## config.mk

```make
export PLATFORM = sky130hd
export DESIGN_NAME = dfi_modport_flat
export DESIGN_NICKNAME = d
export VERILOG_FILES = /design/src/rtl/dfi_modport_pkg.sv /design/src/rtl/dfi_modport_if.sv /design/src/rtl/dfi_modport_req_timeout.sv /design/src/rtl/dfi_modport.sv /design/src/flat_wrapper.sv
export SDC_FILE = /design/constraint.sdc
export NUM_CORES = 1
export LEC_CHECK = 0
export CAP_MARGIN = 20
export CORE_ASPECT_RATIO = 0.5
export CORE_MARGIN = 4
export CORE_UTILIZATION = 34
export CTS_BUF_LIST = sky130_fd_sc_hd__clkbuf_16
export DETAILED_ROUTE_END_ITERATION = 8
export GPL_ROUTABILITY_DRIVEN = 0
export PLACE_DENSITY = 0.68
export SLEW_MARGIN = 20
export SYNTH_ARGS = -nofsm -noshare
export SYNTH_HDL_FRONTEND = slang
export SYNTH_SLANG_ARGS = --single-unit
```

## constraint.sdc

```tcl
create_clock -name clock -period 4.93 [get_ports clock]
set_input_delay 0.986 -clock clock [delete_from_list [all_inputs] [get_ports clock]]
set_output_delay 0.986 -clock clock [all_outputs]
set_load 0.03 [all_outputs]
```

## src/rtl/dfi_modport_pkg.sv

```systemverilog
// ---------------------------------------------------------------------------
// dfi_modport_pkg
// Shared constants, the rule-index enum and the address-busy helper used by
// the DFI control-channel protocol checker.
// ---------------------------------------------------------------------------
package dfi_modport_pkg;

  localparam int ERR_W            = 12;
  localparam int NUM_PHASES       = 4;
  localparam int ADDR_W           = 14;
  localparam int DEF_TLP_RESP     = 8;
  localparam int DEF_TPHYUPD_RESP = 16;

  // Bit positions within err_pulse / err_sticky
  typedef enum logic [3:0] {
    LP_CTRL_TO      = 4'd0,
    LP_DATA_TO      = 4'd1,
    LP_CTRL_ACKDROP = 4'd2,
    LP_DATA_ACKDROP = 4'd3,
    PHYUPD_TO       = 4'd4,
    PHYUPD_REREQ    = 4'd5,
    PHYUPD_ACKHOLD  = 4'd6,
    FORBIDDEN       = 4'd7,
    PHYUPD_NOTIDLE  = 4'd8,
    CTRLUPD_NOTIDLE = 4'd9,
    LPDATA_BUSY     = 4'd10,
    LPCTRL_BUSY     = 4'd11
  } rule_e;

  // A cycle counts as address-busy when any phase carries the active code.
  function automatic logic addr_busy(input logic [NUM_PHASES*ADDR_W-1:0] addr,
                                     input logic [ADDR_W-1:0]            code);
    logic busy;
    busy = 1'b0;
    for (int p = 0; p < NUM_PHASES; p++) begin
      if (addr[p*ADDR_W +: ADDR_W] == code) busy = 1'b1;
    end
    return busy;
  endfunction

endpackage

```

## src/rtl/dfi_modport_if.sv

```systemverilog
// ---------------------------------------------------------------------------
// dfi_modport_if
// DFI control-channel signal bundle as seen at the MC-PHY boundary.
//   master : drives every signal (memory controller / PHY side, or a bench)
//   slave  : observes every signal (the protocol checker)
// Signals: ctrlupd_req/ack, phyupd_req/ack, phymstr_req/ack,
//          lp_ctrl_req/ack, lp_data_req/ack, init_start,
//          address[55:0] (4 phases x 14 b), wrdata_en[3:0], rddata_en[3:0]
// ---------------------------------------------------------------------------
interface dfi_modport_if;
  import dfi_modport_pkg::*;

  logic                         ctrlupd_req;
  logic                         ctrlupd_ack;
  logic                         phyupd_req;
  logic                         phyupd_ack;
  logic                         phymstr_req;
  logic                         phymstr_ack;
  logic                         lp_ctrl_req;
  logic                         lp_ctrl_ack;
  logic                         lp_data_req;
  logic                         lp_data_ack;
  logic                         init_start;
  logic [NUM_PHASES*ADDR_W-1:0] address;
  logic [NUM_PHASES-1:0]        wrdata_en;
  logic [NUM_PHASES-1:0]        rddata_en;

  modport master (
    output ctrlupd_req, ctrlupd_ack, phyupd_req, phyupd_ack,
           phymstr_req, phymstr_ack, lp_ctrl_req, lp_ctrl_ack,
           lp_data_req, lp_data_ack, init_start, address,
           wrdata_en, rddata_en
  );

  modport slave (
    input  ctrlupd_req, ctrlupd_ack, phyupd_req, phyupd_ack,
           phymstr_req, phymstr_ack, lp_ctrl_req, lp_ctrl_ack,
           lp_data_req, lp_data_ack, init_start, address,
           wrdata_en, rddata_en
  );

endinterface

```

## src/rtl/dfi_modport_req_timeout.sv

```systemverilog
// ---------------------------------------------------------------------------
// dfi_req_timeout
// Counts consecutive samples with cond=1, saturating at LIMIT; any sample
// with cond=0 clears it. expired is high while the count holds LIMIT, i.e.
// the previous LIMIT samples all had cond=1.
// Ports: clock, reset (async active-low), cond (in), expired (out)
// ---------------------------------------------------------------------------
module dfi_req_timeout #(
  parameter int LIMIT = 8
) (
  input  logic clock,
  input  logic reset,
  input  logic cond,
  output logic expired
);

  localparam int             CW  = $clog2(LIMIT + 1);
  localparam logic [CW-1:0]  LIM = CW'(LIMIT);

  logic [CW-1:0] cnt_q;
  logic [CW-1:0] cnt_d;

  always_comb begin
    cnt_d = '0;
    if (cond) begin
      cnt_d = (cnt_q == LIM) ? LIM : cnt_q + 1'b1;
    end
  end

  always_ff @(posedge clock or negedge reset) begin
    if (!reset) cnt_q <= '0;
    else        cnt_q <= cnt_d;
  end

  assign expired = (cnt_q == LIM);

endmodule

```

## src/rtl/dfi_modport.sv

```systemverilog
// ---------------------------------------------------------------------------
// dfi_modport
// Passive DFI control-channel protocol checker. Watches update, PHY-master,
// low-power and init handshakes and flags timeout, ack-drop, forbidden
// overlap and idle-requirement violations. Never drives DFI.
// Ports:
//   clock       in   sampling clock (posedge)
//   reset       in   async active-low reset
//   dfi         in   dfi_modport_if.slave monitor view
//   err_clr     in   sync clear of err_sticky / err_count
//   err_pulse   out  [11:0] per-rule violation, one cycle, 1 clk latency
//   err_sticky  out  [11:0] accumulated err_pulse
//   err_any     out  OR of err_pulse
//   err_count   out  [CNT_W-1:0] saturating count of err_any cycles
// Build option: define DFI_MODPORT_SVA_EN to add per-rule concurrent
// assertions and X checks on the inputs; flag behaviour is unchanged.
// ---------------------------------------------------------------------------
module dfi_modport
  import dfi_modport_pkg::*;
#(
  parameter int                TLP_RESP     = DEF_TLP_RESP,
  parameter int                TPHYUPD_RESP = DEF_TPHYUPD_RESP,
  parameter logic [ADDR_W-1:0] ACTIVE_CODE  = 14'h0001,
  parameter int                CNT_W        = 16
) (
  input  logic               clock,
  input  logic               reset,
  dfi_modport_if.slave       dfi,
  input  logic               err_clr,
  output logic [ERR_W-1:0]   err_pulse,
  output logic [ERR_W-1:0]   err_sticky,
  output logic               err_any,
  output logic [CNT_W-1:0]   err_count
);

  logic lp_ctrl_wait, lp_data_wait, phyupd_wait;
  logic lp_ctrl_exp, lp_data_exp, phyupd_exp;
  logic busy;
  logic forbidden;

  logic lp_ctrl_ack_q, lp_ctrl_ack_d;
  logic lp_data_ack_q, lp_data_ack_d;
  logic phyupd_req_q, phyupd_req_d;

  logic [ERR_W-1:0] pulse_q, pulse_d;
  logic [ERR_W-1:0] sticky_q, sticky_d;
  logic [CNT_W-1:0] count_q, count_d;

  assign lp_ctrl_wait = dfi.lp_ctrl_req & ~dfi.lp_ctrl_ack;
  assign lp_data_wait = dfi.lp_data_req & ~dfi.lp_data_ack;
  assign phyupd_wait  = dfi.phyupd_req  & ~dfi.phyupd_ack;

  // The lp counters only need LIMIT samples of history; the "still
  // requesting" qualifier comes from the current sample. phyupd needs
  // LIMIT+1 samples, so its current sample must also be waiting.
  dfi_req_timeout #(.LIMIT(TLP_RESP)) u_lp_ctrl_to (
    .clock   (clock),
    .reset   (reset),
    .cond    (lp_ctrl_wait),
    .expired (lp_ctrl_exp)
  );

  dfi_req_timeout #(.LIMIT(TLP_RESP)) u_lp_data_to (
    .clock   (clock),
    .reset   (reset),
    .cond    (lp_data_wait),
    .expired (lp_data_exp)
  );

  dfi_req_timeout #(.LIMIT(TPHYUPD_RESP)) u_phyupd_to (
    .clock   (clock),
    .reset   (reset),
    .cond    (phyupd_wait),
    .expired (phyupd_exp)
  );

  assign busy = addr_busy(dfi.address, ACTIVE_CODE);

  assign forbidden = (dfi.phyupd_ack & dfi.phymstr_ack)
                   | (dfi.init_start & dfi.phyupd_ack)
                   | (dfi.ctrlupd_req & dfi.phyupd_ack)
                   | (dfi.init_start & dfi.phymstr_ack)
                   | (dfi.init_start & dfi.ctrlupd_req)
                   | (dfi.init_start & dfi.lp_ctrl_req)
                   | (dfi.init_start & dfi.lp_data_req);

  always_comb begin
    lp_ctrl_ack_d = dfi.lp_ctrl_ack;
    lp_data_ack_d = dfi.lp_data_ack;
    phyupd_req_d  = dfi.phyupd_req;

    pulse_d = '0;
    pulse_d[LP_CTRL_TO]      = lp_ctrl_exp & dfi.lp_ctrl_req;
    pulse_d[LP_DATA_TO]      = lp_data_exp & dfi.lp_data_req;
    pulse_d[LP_CTRL_ACKDROP] = lp_ctrl_ack_q & ~dfi.lp_ctrl_ack & dfi.lp_ctrl_req;
    pulse_d[LP_DATA_ACKDROP] = lp_data_ack_q & ~dfi.lp_data_ack & dfi.lp_data_req;
    pulse_d[PHYUPD_TO]       = phyupd_exp & phyupd_wait;
    pulse_d[PHYUPD_REREQ]    = ~phyupd_req_q & dfi.phyupd_req & dfi.phyupd_ack;
    pulse_d[PHYUPD_ACKHOLD]  = ~phyupd_req_q & dfi.phyupd_ack;
    pulse_d[FORBIDDEN]       = forbidden;
    pulse_d[PHYUPD_NOTIDLE]  = dfi.phyupd_ack &
                               (dfi.lp_ctrl_req | dfi.lp_data_req |
                                dfi.phymstr_req | dfi.ctrlupd_req | busy);
    pulse_d[CTRLUPD_NOTIDLE] = dfi.ctrlupd_ack &
                               (dfi.lp_ctrl_req | dfi.lp_data_req |
                                dfi.phymstr_req | dfi.phyupd_req | busy);
    pulse_d[LPDATA_BUSY]     = dfi.lp_data_req & ((|dfi.wrdata_en) | (|dfi.rddata_en));
    pulse_d[LPCTRL_BUSY]     = dfi.lp_ctrl_req & busy;

    // Accumulate the pulse being registered this edge so sticky and count
    // rise together with err_pulse; a clear drops that cycle's contribution.
    sticky_d = sticky_q | pulse_d;
    count_d  = count_q;
    if ((|pulse_d) && (count_q != {CNT_W{1'b1}})) begin
      count_d = count_q + 1'b1;
    end
    if (err_clr) begin
      sticky_d = '0;
      count_d  = '0;
    end
  end

  always_ff @(posedge clock or negedge reset) begin
    if (!reset) begin
      lp_ctrl_ack_q <= 1'b0;
      lp_data_ack_q <= 1'b0;
      phyupd_req_q  <= 1'b0;
      pulse_q       <= '0;
      sticky_q      <= '0;
      count_q       <= '0;
    end else begin
      lp_ctrl_ack_q <= lp_ctrl_ack_d;
      lp_data_ack_q <= lp_data_ack_d;
      phyupd_req_q  <= phyupd_req_d;
      pulse_q       <= pulse_d;
      sticky_q      <= sticky_d;
      count_q       <= count_d;
    end
  end

  assign err_pulse  = pulse_q;
  assign err_sticky = sticky_q;
  assign err_any    = |pulse_q;
  assign err_count  = count_q;

`ifdef DFI_MODPORT_SVA_EN
  a_lp_ctrl_to: assert property (@(posedge clock) disable iff (!reset)
    not ((dfi.lp_ctrl_req && !dfi.lp_ctrl_ack) [*TLP_RESP] ##1 dfi.lp_ctrl_req))
    else $error("LP_CTRL_TO: lp_ctrl_req unacknowledged too long");
  a_lp_data_to: assert property (@(posedge clock) disable iff (!reset)
    not ((dfi.lp_data_req && !dfi.lp_data_ack) [*TLP_RESP] ##1 dfi.lp_data_req))
    else $error("LP_DATA_TO: lp_data_req unacknowledged too long");
  a_lp_ctrl_ackdrop: assert property (@(posedge clock) disable iff (!reset)
    !($fell(dfi.lp_ctrl_ack) && dfi.lp_ctrl_req))
    else $error("LP_CTRL_ACKDROP: lp_ctrl_ack fell while lp_ctrl_req high");
  a_lp_data_ackdrop: assert property (@(posedge clock) disable iff (!reset)
    !($fell(dfi.lp_data_ack) && dfi.lp_data_req))
    else $error("LP_DATA_ACKDROP: lp_data_ack fell while lp_data_req high");
  a_phyupd_to: assert property (@(posedge clock) disable iff (!reset)
    not ((dfi.phyupd_req && !dfi.phyupd_ack) [*TPHYUPD_RESP+1]))
    else $error("PHYUPD_TO: phyupd_ack late");
  a_phyupd_rereq: assert property (@(posedge clock) disable iff (!reset)
    !($rose(dfi.phyupd_req) && dfi.phyupd_ack))
    else $error("PHYUPD_REREQ: phyupd_req rose while phyupd_ack high");
  a_phyupd_ackhold: assert property (@(posedge clock) disable iff (!reset)
    !(!$past(dfi.phyupd_req) && dfi.phyupd_ack))
    else $error("PHYUPD_ACKHOLD: phyupd_ack high after phyupd_req low");
  a_forbidden: assert property (@(posedge clock) disable iff (!reset)
    !forbidden)
    else $error("FORBIDDEN: mutually exclusive DFI signals both high");
  a_phyupd_notidle: assert property (@(posedge clock) disable iff (!reset)
    !(dfi.phyupd_ack && (dfi.lp_ctrl_req || dfi.lp_data_req || dfi.phymstr_req ||
                         dfi.ctrlupd_req || busy)))
    else $error("PHYUPD_NOTIDLE: interface busy during phyupd_ack");
  a_ctrlupd_notidle: assert property (@(posedge clock) disable iff (!reset)
    !(dfi.ctrlupd_ack && (dfi.lp_ctrl_req || dfi.lp_data_req || dfi.phymstr_req ||
                          dfi.phyupd_req || busy)))
    else $error("CTRLUPD_NOTIDLE: interface busy during ctrlupd_ack");
  a_lpdata_busy: assert property (@(posedge clock) disable iff (!reset)
    !(dfi.lp_data_req && ((|dfi.wrdata_en) || (|dfi.rddata_en))))
    else $error("LPDATA_BUSY: data enables active during lp_data_req");
  a_lpctrl_busy: assert property (@(posedge clock) disable iff (!reset)
    !(dfi.lp_ctrl_req && busy))
    else $error("LPCTRL_BUSY: active address during lp_ctrl_req");

  a_x_update: assert property (@(posedge clock) disable iff (!reset)
    !$isunknown({dfi.ctrlupd_req, dfi.ctrlupd_ack, dfi.phyupd_req, dfi.phyupd_ack}))
    else $error("X on update handshake");
  a_x_phymstr: assert property (@(posedge clock) disable iff (!reset)
    !$isunknown({dfi.phymstr_req, dfi.phymstr_ack}))
    else $error("X on phymstr handshake");
  a_x_lp: assert property (@(posedge clock) disable iff (!reset)
    !$isunknown({dfi.lp_ctrl_req, dfi.lp_ctrl_ack, dfi.lp_data_req, dfi.lp_data_ack}))
    else $error("X on low-power handshake");
  a_x_init: assert property (@(posedge clock) disable iff (!reset)
    !$isunknown({dfi.init_start, err_clr}))
    else $error("X on init_start/err_clr");
  a_x_cmd: assert property (@(posedge clock) disable iff (!reset)
    !$isunknown({dfi.address, dfi.wrdata_en, dfi.rddata_en}))
    else $error("X on address/data enables");
`endif

endmodule

```

## src/flat_wrapper.sv

```systemverilog
// flat-port wrapper written by rule: the top's interface ports become plain ports
module dfi_modport_flat import dfi_modport_pkg::*;
#(
  parameter int                TLP_RESP     = DEF_TLP_RESP,
  parameter int                TPHYUPD_RESP = DEF_TPHYUPD_RESP,
  parameter logic [ADDR_W-1:0] ACTIVE_CODE  = 14'h0001,
  parameter int                CNT_W        = 16
)
  (clock, reset, err_clr, err_pulse, err_sticky, err_any, err_count, dfi_ctrlupd_req, dfi_ctrlupd_ack, dfi_phyupd_req, dfi_phyupd_ack, dfi_phymstr_req, dfi_phymstr_ack, dfi_lp_ctrl_req, dfi_lp_ctrl_ack, dfi_lp_data_req, dfi_lp_data_ack, dfi_init_start, dfi_address, dfi_wrdata_en, dfi_rddata_en);
  dfi_modport_if dfi_i ();
  input  logic clock;
  input  logic reset;
  input  logic err_clr;
  output logic [ERR_W-1:0] err_pulse;
  output logic [ERR_W-1:0] err_sticky;
  output logic err_any;
  output logic [CNT_W-1:0] err_count;
  input wire logic [$bits(dfi_i.ctrlupd_req)-1:0] dfi_ctrlupd_req;
  input wire logic [$bits(dfi_i.ctrlupd_ack)-1:0] dfi_ctrlupd_ack;
  input wire logic [$bits(dfi_i.phyupd_req)-1:0] dfi_phyupd_req;
  input wire logic [$bits(dfi_i.phyupd_ack)-1:0] dfi_phyupd_ack;
  input wire logic [$bits(dfi_i.phymstr_req)-1:0] dfi_phymstr_req;
  input wire logic [$bits(dfi_i.phymstr_ack)-1:0] dfi_phymstr_ack;
  input wire logic [$bits(dfi_i.lp_ctrl_req)-1:0] dfi_lp_ctrl_req;
  input wire logic [$bits(dfi_i.lp_ctrl_ack)-1:0] dfi_lp_ctrl_ack;
  input wire logic [$bits(dfi_i.lp_data_req)-1:0] dfi_lp_data_req;
  input wire logic [$bits(dfi_i.lp_data_ack)-1:0] dfi_lp_data_ack;
  input wire logic [$bits(dfi_i.init_start)-1:0] dfi_init_start;
  input wire logic [$bits(dfi_i.address)-1:0] dfi_address;
  input wire logic [$bits(dfi_i.wrdata_en)-1:0] dfi_wrdata_en;
  input wire logic [$bits(dfi_i.rddata_en)-1:0] dfi_rddata_en;
  assign dfi_i.ctrlupd_req = dfi_ctrlupd_req;
  assign dfi_i.ctrlupd_ack = dfi_ctrlupd_ack;
  assign dfi_i.phyupd_req = dfi_phyupd_req;
  assign dfi_i.phyupd_ack = dfi_phyupd_ack;
  assign dfi_i.phymstr_req = dfi_phymstr_req;
  assign dfi_i.phymstr_ack = dfi_phymstr_ack;
  assign dfi_i.lp_ctrl_req = dfi_lp_ctrl_req;
  assign dfi_i.lp_ctrl_ack = dfi_lp_ctrl_ack;
  assign dfi_i.lp_data_req = dfi_lp_data_req;
  assign dfi_i.lp_data_ack = dfi_lp_data_ack;
  assign dfi_i.init_start = dfi_init_start;
  assign dfi_i.address = dfi_address;
  assign dfi_i.wrdata_en = dfi_wrdata_en;
  assign dfi_i.rddata_en = dfi_rddata_en;
  dfi_modport #(.TLP_RESP(TLP_RESP), .TPHYUPD_RESP(TPHYUPD_RESP), .ACTIVE_CODE(ACTIVE_CODE), .CNT_W(CNT_W)) u_core (.clock(clock), .reset(reset), .dfi(dfi_i), .err_clr(err_clr), .err_pulse(err_pulse), .err_sticky(err_sticky), .err_any(err_any), .err_count(err_count));
endmodule
```

==> run_results.csv <==
group,metric,value,unit
drt,post_drt_wl_per_cell,15.8,µm
yosys,mean_post_synth_cell_area,10.1,µm²
yosys,synth_top_area_share,0.538,
yosys,share_of_synthesized_flip_flops_with_an_asynchronous_set_or_reset,1.00,
worst_setup_path,required,5.08,ns
yosys,netlist_area,0.00261,mm²
clock_network,cts_hold_repair.buffers,0,
final_layout,post_layout_nonfiller_instances,474,
clock_network,post_cts.resized_instances,0,
grt,grt_antenna_before_repair,0,
floorplanning,initial_core_util,0.353,
clock_network,htreeDepth,2,
timing,rsz0062_at_grt,"false",
floorplanning,dieHeight,69.9,µm
timing,tightest_slew,0.767,ns
drt,firstDrtPassIters,4,
timing,min_cycle_time_layout,3.30,ns
yosys,number_of_flops_mapped_to_enable_cells_by_yosys,0,
worst_setup_path,startpoint_type,"input port",
floorplanning,die_width,132,µm
clock_network,post_cts_setup_repair_bufs,0,
timing,final-hold-violation-count,0,
timing,final.hold.worst_slack,0.465,ns
job,cap_viol_max_count,0,
worst_setup_path,rr_worst_depth,9,
clock_network,clock_path_buffers,2,
worst_setup_path,end_kind,"flip-flop",
worst_setup_path,crit_arrival,3.45,ns
grt,overflow,0,
outcome,outcome,"completed",
clock_network,tritoncts,"yes",
worst_setup_path,cp_max_fo,28,
yosys,postSynthCellCount,257,
yosys,synth_warnings,0,
floorplanning,std_cell_rows,22,
floorplanning,ios,119,
yosys,dominantRegCellSynth,"sky130_fd_sc_hd__dfrtp_1",
drt,dr_total_vias,2387,
clock_network,cts_made_buffers,5,
timing,total_negative_slack,0,ns
final_layout,layout-area-overhead-vs-synth,53.5,%
min_path,whs_path_depth,1,
pwr,vdd.ir_drop.worst,0.000120,V
yosys,synth_sequential_area_ratio,0.538,
grt,global_route_wire_length_before_repair,12.6,mm
timing,setup-violations-final,0,
yosys,synth_area_leaders,"sky130_fd_sc_hd__dfrtp_1 54%, sky130_fd_sc_hd__nor2_1 5.5%, sky130_fd_sc_hd__ha_1 3.4%",
timing,final.period_utilization,0.670,
drt,drt_wl_total,7.50,mm
final_layout,end_of_flow_core_utilization,0.542,
placed_design,post-place-cells,467,
clock_network,clk_pin_slew_worst_paths,0.07,ns
worst_setup_path,reg2reg_slack,2.37,ns
clock_network,cts_root_buffer,"sky130_fd_sc_hd__clkbuf_16",
final_layout,final_nets,463,
floorplanning,die-area,0.00922,mm²
placed_design,dpl.hpwl,6.09,mm
timing,clock.fmax,0.303,GHz
clock_network,clock_sinks,56,
clock_network,clock_insertion_delay_worst_skew,0.29,ns
yosys,yosys_register_bits,56,
timing,finalMaxSlewViolations,0,
grt,via_count_of_the_first_global_routing_pass,2485,
timing,maxSlewHeadroom,0.482,
worst_setup_path,critPathKind,"input port to flip-flop",
final_layout,antenna_cells_inserted,0,
timing,fin_skew,0.00424,ns
drt,remaining_drc_errors,0,
pwr,total_leakage_power,0.00162,µW
drt,vias_per_cell,5.04,
grt,gr_util_all_layers,0.169,
floorplanning,core_area,0.00738,mm²
grt,grt_start_max_net_pins,57,
yosys,yosysTopAreaCell,"sky130_fd_sc_hd__dfrtp_1",
final_layout,layout-drive-gt1-share,0.0476,
yosys,netlist-cell-type-count,38,
placed_design,place.port_buffers,118,
yosys,postSynthNetCount,342,
min_path,hold_class,"flip-flop to flip-flop",
drt,final_antenna_net_count,0,
final_layout,num-fill-cells,671,
drt,detailedRoute.firstIterationViolations,101,
pwr,cellPowerDensity,244,mW/mm²
[logic make-up (layout without fill, tap and decap cells)]
group                      Yosys count  in the layout  share of synthesized area
AOI/OAI and AO/OA                   39             39                     0.0970
adders and majority gates            7              7                     0.0336
muxes                                2              2                    0.00768
and+or+nand+nor                    131            131                      0.274
buffers and inverters               17            138                     0.0336
DFF                                 56             56                      0.538
xor gates and xnor gates             5              5                     0.0168
[registers in the layout, indices dropped and copies added (netlist names)]
signal / cells
u_core.err_count: 16
u_core.err_pulse: 12
u_core.err_sticky: 12
u_core.u_phyupd_to.cnt_q: 5
u_core.u_lp_ctrl_to.cnt_q: 4
u_core.u_lp_data_to.cnt_q: 4
u_core.lp_ctrl_ack_q: 1
u_core.lp_data_ack_q: 1
u_core.phyupd_req_q: 1
[per-stage QoR]
stage / cell area [µm²] / worst slack, ns / total power [µW]
after CTS: 4010 / 1.58 / 987
after global placement: 3870 / 1.32 / 644
after floorplan: 2610 / 2.13 / 542
after detailed placement: 3870 / 1.28 / 648
after global routing: 4000 / 1.52 / 1020
final: 4000 / 1.63 / 975
[cell usage after synthesis, types with 2 or more instances]
cell	instances
sky130_fd_sc_hd__a21oi_1	14
sky130_fd_sc_hd__a21oi_2	4
sky130_fd_sc_hd__and2_1	7
sky130_fd_sc_hd__and3_1	3
sky130_fd_sc_hd__and4b_1	2
sky130_fd_sc_hd__clkbuf_1	2
sky130_fd_sc_hd__dfrtp_1	56
sky130_fd_sc_hd__ha_1	7
sky130_fd_sc_hd__inv_1	12
sky130_fd_sc_hd__mux2i_1	2
sky130_fd_sc_hd__nand2_1	9
sky130_fd_sc_hd__nand2b_1	6
sky130_fd_sc_hd__nand3_1	12
sky130_fd_sc_hd__nand3b_1	4
sky130_fd_sc_hd__nand4_1	7
sky130_fd_sc_hd__nor2_1	38
sky130_fd_sc_hd__nor2b_1	3
sky130_fd_sc_hd__nor3_1	4
sky130_fd_sc_hd__nor4_1	13
sky130_fd_sc_hd__nor4b_1	4
sky130_fd_sc_hd__o21ai_1	11
sky130_fd_sc_hd__o31ai_1	2
sky130_fd_sc_hd__o41ai_1	2
sky130_fd_sc_hd__or2_2	2
sky130_fd_sc_hd__or3_1	13
sky130_fd_sc_hd__or4_1	2
sky130_fd_sc_hd__xor2_1	5
[final timing paths]
check	start	endpoint
max	dfi_lp_data_req	u_core.err_count[1]
min	u_core.phyupd_req_q	u_core.err_pulse[6]
max reg2reg	u_core.u_lp_data_to.cnt_q[0]	u_core.err_count[1]
min reg2reg	u_core.phyupd_req_q	u_core.err_pulse[6]
max in group asynchronous	reset	u_core.lp_ctrl_ack_q
min in group asynchronous	reset	u_core.err_count[4]
[critical path, cell delays in order]
cell and delay, ns:
sky130_fd_sc_hd__clkdlybuf4s50_1 0.52, sky130_fd_sc_hd__or2_2 0.37, sky130_fd_sc_hd__o22a_1 0.26, sky130_fd_sc_hd__or3_1 0.39, sky130_fd_sc_hd__a211oi_2 0.25, sky130_fd_sc_hd__a31o_4 0.37, sky130_fd_sc_hd__mux2i_1 0.23, sky130_fd_sc_hd__nor2_1 0.07
[where the power goes]
group	internal, µW	leakage (µW)	switching (µW)
clock network	185	0.0000657	154
logic	84.7	0.000802	69.6
registers	473	0.000749	9.94
total	742	0.00162	233
[layout by cell type (no fill, tap or decap), drive strengths merged, types with 5 or more instances in the layout]
cell	Yosys	layout
nand3	12	12
xor2	5	5
a21oi	18	18
inv	12	12
and2	7	7
or3	13	13
dfrtp	56	56
nand4	7	7
nand2	9	9
clkbuf	2	5
clkdlybuf4s50	0	116
o21ai	11	11
nor2	38	38
nor4	13	13
ha	7	7
nand2b	6	6
[layout make-up]
class | count | area (µm²) | area share
Tap cell | 96 | 120 | 0.0300
Multi-Input combinational cell | 184 | 1120 | 0.279
Clock buffer | 5 | 125 | 0.0313
Clock inverter | 2 | 12.5 | 0.00313
Sequential cell | 56 | 1400 | 0.350
Inverter | 12 | 45.0 | 0.0113
Timing Repair Buffer | 119 | 1180 | 0.295
[layer usage]
layer | part of all wire | track usage | wire (µm) | vias to the layer above
li1 | - | - | - | 1161
met1 | 0.44 | 0.219 | 3280 | 1176
met2 | 0.52 | 0.288 | 3870 | 42
met3 | 0.035 | 0.0353 | 266 | 8
met4 | 0.010 | 0.0454 | 76 | 0
met5 | 0 | 0 | 0 | -
Note: power is estimated with default switching activity, not from simulation.
